### src/rtl/lfsr_pkg.sv
// Shared types, default polynomial/seed and the single-shift helper for the LFSR PRNG.
// Registers up to 64 bits wide are supported; narrower widths use the low bits.
package lfsr_pkg;

  typedef enum logic {LFSR_WARM, LFSR_RUN} lfsr_fsm_t;

  localparam int unsigned LFSR_MAX_W = 64;
  localparam logic [31:0] LFSR_DEF_TAPS32 = 32'h0820_0005;
  localparam logic [31:0] LFSR_DEF_SEED32 = 32'hDEAD_FACE;

  // One Fibonacci shift: feedback enters at bit width-1, register shifts right.
  function automatic logic [63:0] lfsr_step(input logic [63:0]   val,
                                            input logic [63:0]   taps,
                                            input logic          ent,
                                            input int unsigned   width);
    logic fb;
    fb = (^(val & taps)) ^ ent;
    return (val >> 1) | (64'(fb) << (width - 1));
  endfunction

endpackage

### src/rtl/lfsr_advance.sv
// Combinational advance: STEPS chained single shifts; entropy only feeds the first shift.
module lfsr_advance
  import lfsr_pkg::*;
#(
  parameter int unsigned WIDTH = 32,
  parameter logic [63:0] TAPS  = 64'(LFSR_DEF_TAPS32),
  parameter int unsigned STEPS = 1
) (
  input  logic [WIDTH-1:0] val_i,
  input  logic             ent_i,
  output logic [WIDTH-1:0] val_nxt_o
);

  always_comb begin
    logic [63:0] v;
    v = 64'(val_i);
    for (int unsigned i = 0; i < STEPS; i++) begin
      v = lfsr_step(v, TAPS, (i == 0) ? ent_i : 1'b0, WIDTH);
    end
    val_nxt_o = v[WIDTH-1:0];
  end

endmodule

### src/rtl/lfsr_prng.sv
// Fibonacci LFSR random source with valid/ready output, seed load, warm-up and lockup recovery.
// Define LFSR_PRNG_ENTROPY_EN to add the entropy_in_i port mixed into each advance.
module lfsr_prng
  import lfsr_pkg::*;
#(
  parameter int unsigned WIDTH  = 32,
  parameter logic [63:0] TAPS   = 64'(LFSR_DEF_TAPS32),
  parameter logic [63:0] SEED   = 64'(LFSR_DEF_SEED32),
  parameter int unsigned STEPS  = 1,
  parameter int unsigned OUT_W  = 8,
  parameter int unsigned WARMUP = 0
) (
  input  logic             clk,
  input  logic             rst,
`ifdef LFSR_PRNG_ENTROPY_EN
  input  logic             entropy_in_i,
`endif
  input  logic             seed_load_i,
  input  logic [WIDTH-1:0] seed_data_i,
  output logic             rnd_valid_o,
  input  logic             rnd_ready_i,
  output logic [OUT_W-1:0] rnd_data_o,
  output logic [WIDTH-1:0] lfsr_state_o,
  output logic             lockup_o
);

  if (WIDTH < 4 || WIDTH > LFSR_MAX_W) begin : g_bad_width
    $error("lfsr_prng: WIDTH must be in 4..64");
  end
  if (TAPS[0] == 1'b0) begin : g_bad_taps0
    $error("lfsr_prng: TAPS[0] must be set");
  end
  if ((TAPS >> WIDTH) != 64'd0) begin : g_bad_taps_w
    $error("lfsr_prng: TAPS wider than WIDTH");
  end
  if (SEED[WIDTH-1:0] == '0) begin : g_bad_seed
    $error("lfsr_prng: SEED must be non-zero");
  end
  if (STEPS < 1 || STEPS > WIDTH) begin : g_bad_steps
    $error("lfsr_prng: STEPS out of range");
  end
  if (OUT_W < 1 || OUT_W > WIDTH) begin : g_bad_out_w
    $error("lfsr_prng: OUT_W out of range");
  end

  localparam logic [WIDTH-1:0] SeedW   = SEED[WIDTH-1:0];
  localparam int unsigned      CntW    = (WARMUP > 0) ? $clog2(WARMUP + 1) : 1;
  localparam logic [CntW-1:0]  CntLast = CntW'((WARMUP > 0) ? (WARMUP - 1) : 0);
  localparam logic             StWarm  = 1'(LFSR_WARM);
  localparam logic             StRun   = 1'(LFSR_RUN);

  logic [WIDTH-1:0] val_q, val_d, val_adv;
  logic             fsm_q, fsm_d;
  logic [CntW-1:0]  cnt_q, cnt_d;
  logic             lockup_q, lockup_d;
  logic             ent;

`ifdef LFSR_PRNG_ENTROPY_EN
  assign ent = entropy_in_i;
`else
  assign ent = 1'b0;
`endif

  lfsr_advance #(
    .WIDTH (WIDTH),
    .TAPS  (TAPS),
    .STEPS (STEPS)
  ) u_advance (
    .val_i     (val_q),
    .ent_i     (ent),
    .val_nxt_o (val_adv)
  );

  // Priority: seed load, then lockup recovery, then warm-up or consumer advance.
  always_comb begin
    val_d    = val_q;
    fsm_d    = fsm_q;
    cnt_d    = cnt_q;
    lockup_d = 1'b0;
    if (seed_load_i) begin
      val_d = (seed_data_i == '0) ? SeedW : seed_data_i;
      cnt_d = '0;
      fsm_d = (WARMUP == 0) ? StRun : StWarm;
    end else if (val_q == '0) begin
      val_d    = SeedW;
      lockup_d = 1'b1;
      fsm_d    = StWarm;
      cnt_d    = '0;
    end else if (fsm_q == StWarm) begin
      if (WARMUP == 0) begin
        fsm_d = StRun;
      end else begin
        val_d = val_adv;
        if (cnt_q == CntLast) begin
          fsm_d = StRun;
          cnt_d = '0;
        end else begin
          cnt_d = cnt_q + 1'b1;
        end
      end
    end else if (rnd_ready_i) begin
      val_d = val_adv;
    end
  end

  always_ff @(posedge clk or posedge rst) begin
    if (rst) begin
      val_q    <= SeedW;
      fsm_q    <= StWarm;
      cnt_q    <= '0;
      lockup_q <= 1'b0;
    end else begin
      val_q    <= val_d;
      fsm_q    <= fsm_d;
      cnt_q    <= cnt_d;
      lockup_q <= lockup_d;
    end
  end

  assign rnd_valid_o  = (fsm_q == StRun);
  assign rnd_data_o   = val_q[OUT_W-1:0];
  assign lfsr_state_o = val_q;
  assign lockup_o     = lockup_q;

endmodule
### config.mk
export PLATFORM = sky130hd
export DESIGN_NAME = lfsr_prng
export DESIGN_NICKNAME = d
export VERILOG_FILES = /design/src/rtl/lfsr_pkg.sv /design/src/rtl/lfsr_advance.sv /design/src/rtl/lfsr_prng.sv
export SDC_FILE = /design/constraint.sdc
export NUM_CORES = 1
export LEC_CHECK = 0
export CORE_ASPECT_RATIO = 1.25
export CORE_MARGIN = 2
export CORE_UTILIZATION = 48
export DETAILED_ROUTE_END_ITERATION = 8
export GPL_TIMING_DRIVEN = 0
export PLACE_DENSITY = 0.88
export SETUP_SLACK_MARGIN = 0.1
export SYNTH_ARGS = -nofsm -noshare
export SYNTH_HDL_FRONTEND = slang
export SYNTH_SLANG_ARGS = --single-unit
### constraint.sdc
create_clock -name clk -period 2.55 [get_ports clk]
set_input_delay 0.51 -clock clk [delete_from_list [all_inputs] [get_ports clk]]
set_output_delay 0.51 -clock clk [all_outputs]
set_load 0.05 [all_outputs]
### Word-level counts from Yosys, hierarchy flattened

Cells that the tools add are included.

* bitwise logic cells: 1
* multiplexer cells: 9
* reduce and logical (&&, ||, !) cells: 6

Operators by type and width (count)
* 32-bit two-way mux: 5
* 32-bit logical NOT: 2
* 64-bit parity: 1
* 31-bit by 32-bit bitwise OR with 32-bit output: 1
* 3-bit nonzero test: 2
* 1-bit two-way mux: 4
* 2-bit AND reduction: 1

* input port bits: 36
* logic and storage cells: 19
* register bits: 34
* output and inout bits: 42

### Logic depth before layout (Yosys ltp)

* depth after elaboration: 6
* gate-level depth with buffers: 6
* depth with buffers taken out: 4

### Cells and area by module

Synthesis repeated with hierarchy kept, for this count alone.

* cell total of the unflattened synthesis: 266
* area total of the unflattened synthesis: 2354.8 um2

Modules (own cells, without submodules)
* lfsr_prng: seq. area each 878.3 um2, area an instance 2082.0 um2, cells each 232, instances 1
* lfsr_advance: seq. area each 0.0 um2, area an instance 272.8 um2, cells each 34, instances 1

### Worst setup path after synthesis

OpenSTA, ideal clock, no wires.

* path type: reg2reg
* start: register val_q[0], in the netlist lfsr_state_o[0]
* end: register val_q[14], in the netlist lfsr_state_o[14]
* period minus slack after synthesis: 1.742 ns
* setup slack: 0.808 ns
* path buffers: 1
* required time: 2.471 ns
* arrival time: 1.663 ns
* setup time: 0.079 ns
* cell stages (with the launch flop): 6
* path through: dfrtp_1 nor4_1 and4_2 a211oi_4 buf_6 a22o_1

* longest elaborated chain between the ends: 3
* elaborated cells between the ends (all ways): 6
* those cells by class: 2 x mux; 4 x reduce/logical

RTL lines
* start: declaration: RTL line lfsr_prng.sv:52 `logic [WIDTH-1:0] val_q, val_d, val_adv;`
* start signal: assignment: RTL line lfsr_prng.sv:108 `val_q <= SeedW;`
* start signal: assignment: RTL line lfsr_prng.sv:113 `val_q <= val_d;`
* 32-bit logical NOT (*): RTL line lfsr_prng.sv:84 `end else if (val_q == '0) begin`
* 3-bit nonzero test (no source line) / 32-bit two-way mux (equally long branches)
* 2-bit AND reduction (no source line) / 32-bit two-way mux (equally long branches)

Every way passes the cells marked *; elsewhere a longest branch is shown, timed or not.
A chain may end at the register's enable or synchronous reset.

### Final worst setup path

* start: register val_q[2], in the netlist lfsr_state_o[2]
* end: output rnd_data_o[2]

RTL lines
* end: declaration: RTL line lfsr_prng.sv:22 `output logic [OUT_W-1:0] rnd_data_o,`

No word-level cell between the ends.

==> flow_summary.toml <==
[placed_design]
place_ws_ns = 0.240
dpl.hpwl_um = 4750
place.port_buffers = 76
dp_cells = 366
gp_congestion = 0.938

[cts]
cts.path.max_buffers = 2
ctsHoldBuffers = 0
cts_root_buffer = "clkbuf_8"
cts_buffers = 5
htreeDepth = 2
cts-resized-gates = 0
cts_sinks = 34
clkTransAtPathRegs_ns = 0.07
cts_tree = "yes"
postCtsSetupBuffers = 0
clk_latency_ns = 0.29

[routing]
vias = 2199
firstDrtPassIters = 4
drt.antenna.violating_nets = 0
met1_length_um = 2530
via_per_inst = 5.86
drt_iter0_markers = 132
top_layer = "met4"
wl_met3_um = 546
routedWlPerCell_um = 17.4
wl_um = 6520
drc = 0
dr_wl_met2_um = 3260

[power_and_ir_drop]
peakVddDrop_v = 0.000415
p_leak_uw = 0.00118
power_density_nw_per_um2 = 600

[sta]
fmax_mhz = 433
final.setup.worst_slack_ns = 0.238
final-hold-violation-count = 0
fin_worst_skew_ns = 0.00639
min_period_ns = 2.31
slew_headroom = 0.558
finalCritPeriodShare = 0.907
setup_viol = 0
tns_ns = 0
rsz0062_at_grt = "no"
finalMaxSlewViolations = 0
worst_hold_slack_ns = 0.501
tightestPinTransition_ns = 0.663

[layout]
fin_nets = 352
final_common_cell = "clkdlybuf4s50_1"
synthToLayoutAreaGrowth_pct = 45.8
layout_common_cells = "76 x clkdlybuf4s50_1, 48 x o21ai_0, 22 x nor2b_1, 22 x dfstp_2"
diodes = 0
drive_gt1_frac = 0.164
final_cells = 375
fill_cells = 347

[worst_setup_path]
slowest_delay_ns = 0.79
crit_chain = "buf_4 > clkdlybuf4s50_1"
startpoint_type = "register"
cp_slowest_cell = "clkdlybuf4s50_1"
crit_path_max_fanout = 6
arrival_ns = 1.80
path_class = "register to output pin"
worst_setup_path_end_kind = "output pin"
cp.required_ns = 2.04

[yosys]
synth_fp_nets = 268
synth_top_area_frac = 0.274
netlist_instances = 232
syn_area_per_cell_um2 = 9.10
synth-seq-area-share = 0.416
netlist_area_um2 = 2110
yosysWarnings = 0
ys_ff_latch = 34
synth.distinct_cells = 27
synthTopCellsByArea = "dfstp_2 27%, dfrtp_1 14%, o21ai_0 11%"
yosysTopAreaCell = "dfstp_2"

[die]
die_area_um2 = 4950
die_y_um = 78.2
std_cell_rows = 27
die_w_um = 63.3
io_pins = 78
core_area_um2 = 4320
initial_utilization = 0.488

[global_routing]
grt_overflow_total = 0
antenna_found_initial = 0
grt_usage = 0.271
grt_max_degree = 35
grt_first_pass_wirelength_um = 10500
grt_pass1_vias = 2091

[flow_run]
maxCapViolations = 0

[outcome]
status = "finished, final reports clean"

[worst_hold_path]
hold_path.class = "input pin to async pin"
report_power, final:
group	internal (uW)	leakage [uW]	switching (uW)	total [uW]
sequential	626	0.000374	75.6	701
combinational	268	0.000753	397	665
clock	292	0.0000524	189	481
total	1190	0.00118	662	1850
cells in the mapped netlist:
| library cell | number |
|---|---|
| a21oi_1 | 21 |
| and2_1 | 1 |
| nand2_1 | 10 |
| and4_2 | 2 |
| buf_6 | 2 |
| buf_4 | 8 |
| nand4_1 | 4 |
| nor4_1 | 15 |
| a211oi_4 | 1 |
| clkbuf_1 | 12 |
| xor2_1 | 1 |
| o21ai_1 | 5 |
| buf_1 | 1 |
| a22o_2 | 1 |
| xnor2_1 | 2 |
| a221o_2 | 1 |
| o21ai_0 | 48 |
| nor3_2 | 1 |
| buf_2 | 5 |
| a22o_1 | 21 |
| dfstp_2 | 22 |
| dfrtp_1 | 12 |
| inv_1 | 2 |
| mux2i_1 | 10 |
| clkbuf_2 | 1 |
| nor4_2 | 1 |
| nor2b_1 | 22 |
stage by stage:
step | area [um^2] | total power (uW) | util
2_1_floorplan | 2110 | 1120 | -
3_3_place_gp | 2950 | 1350 | 0.681
3_5_place_dp | 2950 | 1360 | 0.681
4_1_cts | 3050 | 1840 | 0.706
5_1_grt | 3080 | 1910 | 0.712
6_report | 3080 | 1850 | 0.712
registers in the layout, summed over array words and instances (netlist names):
name          count
rnd_valid_o       1
lfsr_state_o     32
lockup_o          1
final cells by class:
| type | instances | area (um^2) | share of cell area |
|---|---|---|---|
| repair buffers | 77 | 788 | 0.256 |
| well taps | 58 | 72.6 | 0.0236 |
| inverters | 2 | 7.51 | 0.00244 |
| flip-flops and latches | 34 | 878 | 0.285 |
| multi-input cells | 167 | 1060 | 0.346 |
| clock buffers | 7 | 76.3 | 0.0248 |
| clock inverters | 1 | 30.0 | 0.00975 |
| plain buffers | 29 | 161 | 0.0524 |
path summary, 6_finish.rpt:
check,start,endpoint,slack [ns],cells after the start
worst max-delay path,lfsr_state_o[2],rnd_data_o[2],0.24,2
worst min-delay path,rst,lfsr_state_o[5],0.50,2
min in group clk,lfsr_state_o[30],lfsr_state_o[30],0.58,1
worst min register to register,lfsr_state_o[30],lfsr_state_o[30],0.58,1
worst max register to register,lfsr_state_o[10],lfsr_state_o[23],0.62,5
max in group asynchronous,rst,lfsr_state_o[9],1.54,3
metal layers:
metal / GRT usage / vias to the layer above
met1: 0.331 / 1033
li1: - / 1019
met4: 0.122 / 0
met2: 0.465 / 129
met3: 0.0473 / 18
met5: 0 / -
kinds of logic (layout without fill, tap and decap cells):
family	after synthesis	in the layout	synth area share
buffers and inverters	31	116	0.0800
multiplexers	10	10	0.0474
AO/OA/AOI/OAI	98	98	0.282
AND/OR/NAND/NOR	56	56	0.162
XOR/XNOR	3	3	0.0124
flip-flops	34	34	0.416
critical path, delay by kind of cell (launching register included):
kind	cells	cell delay (ns)
buffers and inverters	2	0.92
DFF	1	0.60
Power figures use the tool's default switching activity.
